--- src/rtl/cart_rom_reader.sv ---
// Serves Z80 reads of the Plus lower/upper cartridge ROM windows from SDRAM.
// Maps CPU address and paging state to SDRAM, stalls the CPU, caches one byte.
module cart_rom_reader #(
    parameter logic [22:0] CART_BASE = 23'h400000,
    parameter int          TIMEOUT   = 255
) (
    input  logic        clk_sys,
    input  logic        reset_n,
    input  logic        plus_mode,
    input  logic        cart_loading,
    input  logic [5:0]  cart_banks,
    input  logic [15:0] cpu_addr,
    input  logic        cpu_rd,
    input  logic        lower_en,
    input  logic [1:0]  lower_page,
    input  logic [2:0]  lower_bank,
    input  logic        upper_en,
    input  logic [7:0]  upper_sel,
    output logic        cart_sel,
    output logic [7:0]  cpu_dout,
    output logic        cpu_wait,
    output logic [22:0] mem_addr,
    output logic        mem_req,
    input  logic        mem_ack,
    input  logic [7:0]  mem_q,
    output logic        timeout_err
);

    localparam logic [7:0] LP_TMO = 8'(TIMEOUT);

    typedef enum logic [1:0] {
        S_IDLE,
        S_REQ,
        S_DONE
    } state_t;

    state_t      r_state;
    state_t      w_state_nxt;

    logic [7:0]  r_dout;
    logic        r_req;
    logic [22:0] r_addr;
    logic        r_tmo_err;
    logic        r_lat_vld;
    logic [18:0] r_lat_tag;
    logic [7:0]  r_lat_data;
    logic [18:0] r_req_off;
    logic [7:0]  r_cnt;
    logic        r_rd_prev;
    logic        r_abort;

    logic [1:0]  w_lwin;
    logic        w_upper_hit;
    logic        w_lower_hit;
    logic        w_sel;
    logic [4:0]  w_bank;
    logic [18:0] w_off;
    logic [22:0] w_addr;
    logic        w_unmapped;
    logic        w_hit;
    logic        w_start;
    logic        w_miss;
    logic        w_wait;

    // Page 3 aliases page 0 for the lower window.
    assign w_lwin      = (lower_page == 2'd3) ? 2'd0 : lower_page;
    assign w_upper_hit = upper_en && (cpu_addr[15:14] == 2'd3);
    assign w_lower_hit = lower_en && (cpu_addr[15:14] == w_lwin);
    assign w_sel       = plus_mode && (w_upper_hit || w_lower_hit);

    always_comb begin
        w_bank = {2'b00, lower_bank};
        if (w_upper_hit) begin
            if (upper_sel[7]) begin
                w_bank = upper_sel[4:0];
            end else if (upper_sel == 8'h07) begin
                w_bank = 5'd3;
            end else begin
                w_bank = 5'd1;
            end
        end
    end

    assign w_off      = {w_bank, cpu_addr[13:0]};
    assign w_addr     = CART_BASE + {4'b0000, w_off};
    assign w_unmapped = ({1'b0, w_bank} >= cart_banks);
    assign w_hit      = r_lat_vld && (r_lat_tag == w_off);
    assign w_start    = cpu_rd && !r_rd_prev && w_sel
                        && (r_state == S_IDLE) && !cart_loading;
    assign w_miss     = w_start && !w_unmapped && !w_hit;

    always_ff @(posedge clk_sys or negedge reset_n) begin
        if (!reset_n) begin
            r_state <= S_IDLE;
        end else begin
            r_state <= w_state_nxt;
        end
    end

    always_comb begin
        w_state_nxt = r_state;
        w_wait      = 1'b0;
        unique case (r_state)
            S_IDLE: begin
                if (w_miss) begin
                    w_state_nxt = S_REQ;
                    w_wait      = 1'b1;
                end
            end
            S_REQ: begin
                w_wait = 1'b1;
                if (mem_ack || (r_cnt == LP_TMO)) begin
                    w_state_nxt = S_DONE;
                end
            end
            S_DONE: begin
                w_state_nxt = S_IDLE;
            end
            default: begin
                w_state_nxt = S_IDLE;
            end
        endcase
    end

    always_ff @(posedge clk_sys or negedge reset_n) begin
        if (!reset_n) begin
            r_dout     <= 8'hFF;
            r_req      <= 1'b0;
            r_addr     <= '0;
            r_tmo_err  <= 1'b0;
            r_lat_vld  <= 1'b0;
            r_lat_tag  <= '0;
            r_lat_data <= '0;
            r_req_off  <= '0;
            r_cnt      <= '0;
            r_rd_prev  <= 1'b0;
            r_abort    <= 1'b0;
        end else begin
            r_rd_prev <= cpu_rd;
            if (cart_loading) begin
                r_lat_vld <= 1'b0;
            end
            if (w_start && w_unmapped) begin
                r_dout <= 8'hFF;
            end else if (w_start && w_hit) begin
                r_dout <= r_lat_data;
            end
            if (w_miss) begin
                r_req     <= 1'b1;
                r_addr    <= w_addr;
                r_req_off <= w_off;
                r_cnt     <= 8'd1;
                r_abort   <= 1'b0;
            end
            if (r_state == S_REQ) begin
                if (cart_loading) begin
                    r_abort <= 1'b1;
                end
                if (mem_ack) begin
                    r_dout <= mem_q;
                    r_req  <= 1'b0;
                    // A download started mid-fetch makes this byte stale.
                    if (!cart_loading && !r_abort) begin
                        r_lat_tag  <= r_req_off;
                        r_lat_data <= mem_q;
                        r_lat_vld  <= 1'b1;
                    end
                end else if (r_cnt == LP_TMO) begin
                    r_dout    <= 8'hFF;
                    r_tmo_err <= 1'b1;
                    r_req     <= 1'b0;
                end else begin
                    r_cnt <= r_cnt + 8'd1;
                end
            end
        end
    end

    assign cart_sel    = w_sel;
    assign cpu_dout    = r_dout;
    assign cpu_wait    = reset_n && w_wait;
    assign mem_addr    = r_addr;
    assign mem_req     = r_req;
    assign timeout_err = r_tmo_err;

endmodule

--- config.mk ---
export PLATFORM = sky130hd
export DESIGN_NAME = cart_rom_reader
export DESIGN_NICKNAME = d
export VERILOG_FILES = /design/src/rtl/cart_rom_reader.sv
export SDC_FILE = /design/constraint.sdc
export NUM_CORES = 1
export LEC_CHECK = 0
export CORE_AREA = 2 2 93 95
export DETAILED_ROUTE_END_ITERATION = 7
export DIE_AREA = 0 0 95 97
export MAX_ROUTING_LAYER = met4
export PLACE_DENSITY = 0.75
export SLEW_MARGIN = 20
export SYNTH_ARGS = -nofsm -noshare
export SYNTH_HDL_FRONTEND = slang
export SYNTH_SLANG_ARGS = --single-unit
--- constraint.sdc ---
create_clock -name clk_sys -period 2.7 [get_ports clk_sys]
set_input_delay 0.405 -clock clk_sys [delete_from_list [all_inputs] [get_ports clk_sys]]
set_output_delay 0.405 -clock clk_sys [all_outputs]
set_load 0.005 [all_outputs]
## Word-level counts from Yosys, hierarchy flattened

Cells that the tools add are included.

- Output and inout bits: 35
- Bits in registers: 92
- Logic and storage cells: 79

- Bitwise gates (word level): 1
- $lt $le $gt $ge: 1
- Muxes and demuxes: 29
- Reductions and logical operators: 25
- Eq/ne operators: 9
- $add $sub $neg: 2

Operators with widths:

| cell | count |
|---|---|
| 8-bit 2-to-1 mux | 9 |
| 23-bit by 19-bit adder with 23-bit output, first input constant | 1 |
| 19-bit equality test | 1 |
| 1-bit logical AND | 14 |
| 1-bit 2-to-1 mux | 12 |
| 5-bit 2-to-1 mux | 2 |
| 8-bit by 1-bit adder with 8-bit output, second input constant | 1 |
| 8-bit by 3-bit equality test with 1-bit output, second input constant | 1 |
| 8-bit equality test, second input constant | 1 |
| 2-bit 2-to-1 mux | 4 |
| 5-bit by 6-bit greater-or-equal comparator with 1-bit output | 1 |
| 3-bit AND reduction | 2 |
| 1-bit zero test | 5 |
| 2-bit equality test, second input constant | 2 |
| 2-bit inequality test, second input constant | 2 |
| 2-bit case mux with 2 select lines | 1 |
| 2-bit by 1-bit equality test with 1-bit output, second input constant | 1 |
| 2-bit equality test | 1 |
| 2-bit zero test | 1 |
| 1-bit logical OR | 2 |
| 1-bit case mux with 2 select lines | 1 |
| 2-bit AND reduction | 1 |
| 1-bit inverter | 1 |

## Logic depth before layout (Yosys ltp)

- Depth in word-level cells: 15
- Mapped depth: 11
- Gate-level depth less buffers: 10

## Worst setup path before layout

No wires, ideal clock.

- Path kind: input to output
- Start: in upper_sel[3]
- End: out cpu_wait
- Arrival time: 2.412 ns
- Cell stages on the path: 10
- Required time: 2.295 ns
- Setup slack: -0.117 ns
- Cells stage by stage: and4bb_2 a21oi_1 o31ai_1 ha_1 a211oi_1 o22a_1 nor3b_1 o21ai_4 buf_4 a21oi_1

- Word-level cells in the longest chain between the ends: 11
- Elaborated cells on any way between the ends: 14
- Those cells by class: 1 x order compare; 2 x eq/ne; 5 x mux; 6 x reduce/logical

Ends and longest elaborated chain:

| what | line | source |
|---|---|---|
| start, declared | 18 | `input logic [7:0] upper_sel,` |
| 8-bit by 3-bit equality test with 1-bit output | 76 | `end else if (upper_sel == 8'h07) begin` |
| 2-bit 2-to-1 mux | 76 |  |
| 5-bit 2-to-1 mux * | 74 | `if (upper_sel[7]) begin` |
| 5-bit 2-to-1 mux * | 73 | `if (w_upper_hit) begin` |
| 5-bit by 6-bit greater-or-equal comparator with 1-bit output / 19-bit equality test (equally long branches) | 86, 87 |  |
| 1-bit zero test / 1-bit logical AND (equally long branches) | 90, 87 |  |
| 1-bit logical AND / 1-bit zero test (equally long branches) | 90 | `assign w_miss = w_start && !w_unmapped && !w_hit;` |
| 1-bit logical AND * | 90 |  |
| 1-bit 2-to-1 mux * | 105 | `if (w_miss) begin` |
| 1-bit case mux with 2 select lines * | 103 | `unique case (r_state)` |
| 1-bit logical AND * | 181 | `assign cpu_wait = reset_n && w_wait;` |
| end, declared | 21 | `output logic cpu_wait,` |

Mark *: on every way between the ends. The rest lies on a longest branch, timed or not.

## Final worst setup path

Ends and elaborated chain as after synthesis.

==> reports/metrics.cfg <==
[grt]
globalRouteTotalUtil_pct = 20.1
grt_pass1_wl_um = 14300
antenna_found_initial = 0
grt_pass1_vias = 3044
grt_overflow = 0
grt_max_degree = 71

[drt]
vias = 2830
avgViaCountPerCell = 5.27
drtIter0Drc = 111
totalWireLength_um = 8670
ant_nets = 0
drc = 0
wl_per_cell_um = 16.2
firstDrtPassIters = 5

[setup_path]
rrSetupSlack_ns = 0.22
critical_path.max_fanout = 2
worstRegToRegCells = 7
worstPathRequired_ns = 2.30
path_class = input port to output pin
startpoint_type = input port
reg2reg_to = r_req_off[16]
arrival_ns = 2.41
worstSetupStartpoint = upper_sel[3]
worstSetupEndpointType = output pin
rr_startpoint = r_lat_tag[14]
critPathCapture = cpu_wait

[sta]
fin_skew_ns = 0.0116
setup_viol = 1
rsz0062_at_grt = true
layout_setup_ws_ns = -0.119
worst_slew_pin_slew_ns = 0.976
period_needed_ns = 2.82
hold_viol_final = 0
holdWs_ns = 0.309
final_max_slew_viol_count = 0
max_freq_mhz = 355
max_slew_margin_pct = 34.5
post-route-period-util_pct = 104

[power_and_ir_drop]
p_leak_nw = 2.25
power.density_nw_per_um2 = 631
report.power.total_mw = 3.14
ir_drop_mv = 0.385

[yosys]
synth_top_area_share_pct = 43.4
synth.most_common_cell = dfrtp_1
synth_cells = 311
synth_common_cells = dfrtp_1 (62), mux2_2 (28), xnor2_1 (20), nor2_1 (19)
synth_warnings = 0
synth-edff-count = 0
avgSynthCellArea_um2 = 11.5
syn-cell-area_um2 = 3580
yosys-top-cells-area = dfrtp_1 (43%), mux2_2 (8.8%), dfstp_2 (5.9%)
async_flop_share_pct = 100
netlist.top_cell.by_area = dfrtp_1
yosysSeqAreaShare_pct = 49.2
yosys_most_used_dff = dfrtp_1
synth.ff_latch_count = 70
synth_cell_type_count = 49

[layout]
drive_above_1_share_pct = 30.3
diodes = 0
stdcell_area_um2 = 4980
stdcell_count = 537
fillers = 656
fin_nets = 484
multi_input_area_um2 = 1770
regArea_um2 = 1760
area_delta_synth_final_pct = 39.1
final_core_util_pct = 61.2

[floorplan]
die_w_um = 95
io_pins = 86
rows = 33
die_h_um = 97
dieArea_um2 = 9220
start_util_pct = 44.0
core_um2 = 8130

[place]
placed_area_um2 = 4650
dp.cells = 513
numPortBuffers = 82
dp_hpwl_um = 6150
place.gp.congestion = 0.852

[hold_path]
hp-class = input port to async pin

[cts]
numCtsBuffers = 9
cts.root.buffer_cell = clkbuf_8
tritoncts = yes
clock_latency_ns = 0.34
cts_buffer_depth = 2
cts_hold_buf = 0
cts-htree-levels = 3
path_clk_slew_ns = 0.08
cts.sinks = 70

[status]
status = finished, violations left
violations = negative setup slack

[run]
cap_violations = 0

## cell usage in the layout (no fill, tap or decap), types with 10 or more instances in the layout
| cell | count |
|---|---|
| a21oi_1 | 14 |
| mux2_4 | 10 |
| dfrtp_1 | 62 |
| nor2_1 | 17 |
| o31ai_1 | 10 |
| buf_4 | 32 |
| clkbuf_8 | 10 |
| xnor2_1 | 20 |
| clkdlybuf4s50_1 | 68 |
| mux2_2 | 28 |
| inv_1 | 17 |
| nand2_1 | 11 |
## layout make-up
| type | count | area share, % |
|---|---|---|
| Timing Repair Buffer | 116 | 21.0 |
| Clock buffer | 11 | 2.84 |
| Multi-Input combinational cell | 213 | 35.6 |
| Clock inverter | 5 | 1.18 |
| Inverter | 17 | 1.28 |
| Tap cell | 105 | 2.64 |
| Sequential cell | 70 | 35.4 |
## how the worst min path moves through the flow
stage	endpoint	cells past startpoint	slack, ns	from
after global routing	r_req_off[4]	2	0.38	reset_n
after floorplan	mem_addr[18]	0	0.11	reset_n
after detailed placement	mem_addr[22]	1	0.45	mem_addr[22]
final	r_req_off[3]	2	0.31	reset_n
after global placement	mem_addr[22]	1	0.45	mem_addr[22]
after CTS	r_req_off[9]	2	0.34	reset_n
## power breakdown
part,internal (mW),switching [mW],total (mW),leakage [nW]
logic,0.542,0.290,0.832,1.26
clock network,0.452,0.405,0.857,0.0955
registers,1.30,0.153,1.45,0.900
total,2.29,0.848,3.14,2.25
## repair_timing
action	CTS	global route
buffers inserted	5	3
pin swaps	9	9
cloned	0	0
endpoints found under the setup margin	33	20
gates resized for setup	44	16
## state kept, by name, summed over array words and instances (netlist names), 2 cells and up
register	cells
r_lat_tag	19
r_req_off	18
cpu_dout	8
r_cnt	8
r_lat_data	8
mem_addr	2
r_state	2
## cells by family after synthesis
group                    after synthesis  synth area share (%)
flip-flops                            70                  49.2
AND/OR/NAND/NOR                       77                  12.1
adder cells (fa/ha/maj)                6                  2.10
buffers and inverters                 30                  4.02
multiplexers                          46                  15.5
AO/OA/AOI/OAI                         60                  11.9
XOR/XNOR                              21                  5.14
other                                  1                 0.105
## per-stage QoR
stage | setup slack (ns) | setup TNS (ns)
after floorplan | 0.00235 | 0
after global placement | -0.937 | -16.92
after detailed placement | -1.06 | -22.66
after CTS | -0.174 | -0.187
after global routing | -0.208 | -0.218
final | -0.119 | -0.119
## critical path, cell delays in order
cell and delay, ns:
buf_6 0.09, and4bb_2 0.31, a21oi_2 0.06, o31ai_2 0.24
ha_1 0.30, a211oi_2 0.18, o22a_1 0.20, nor3b_4 0.22
o21ai_4 0.09, a21oi_2 0.18, buf_2 0.13
## metal layers
metal  wire, um  up-vias  track usage (%)
li1           -     1347                -
met1       3900     1401             26.4
met2       4320       72             32.2
met3        368       10             2.88
met4         85        0             6.47
met5          0        -                -
Power figures use the tool's default switching activity.
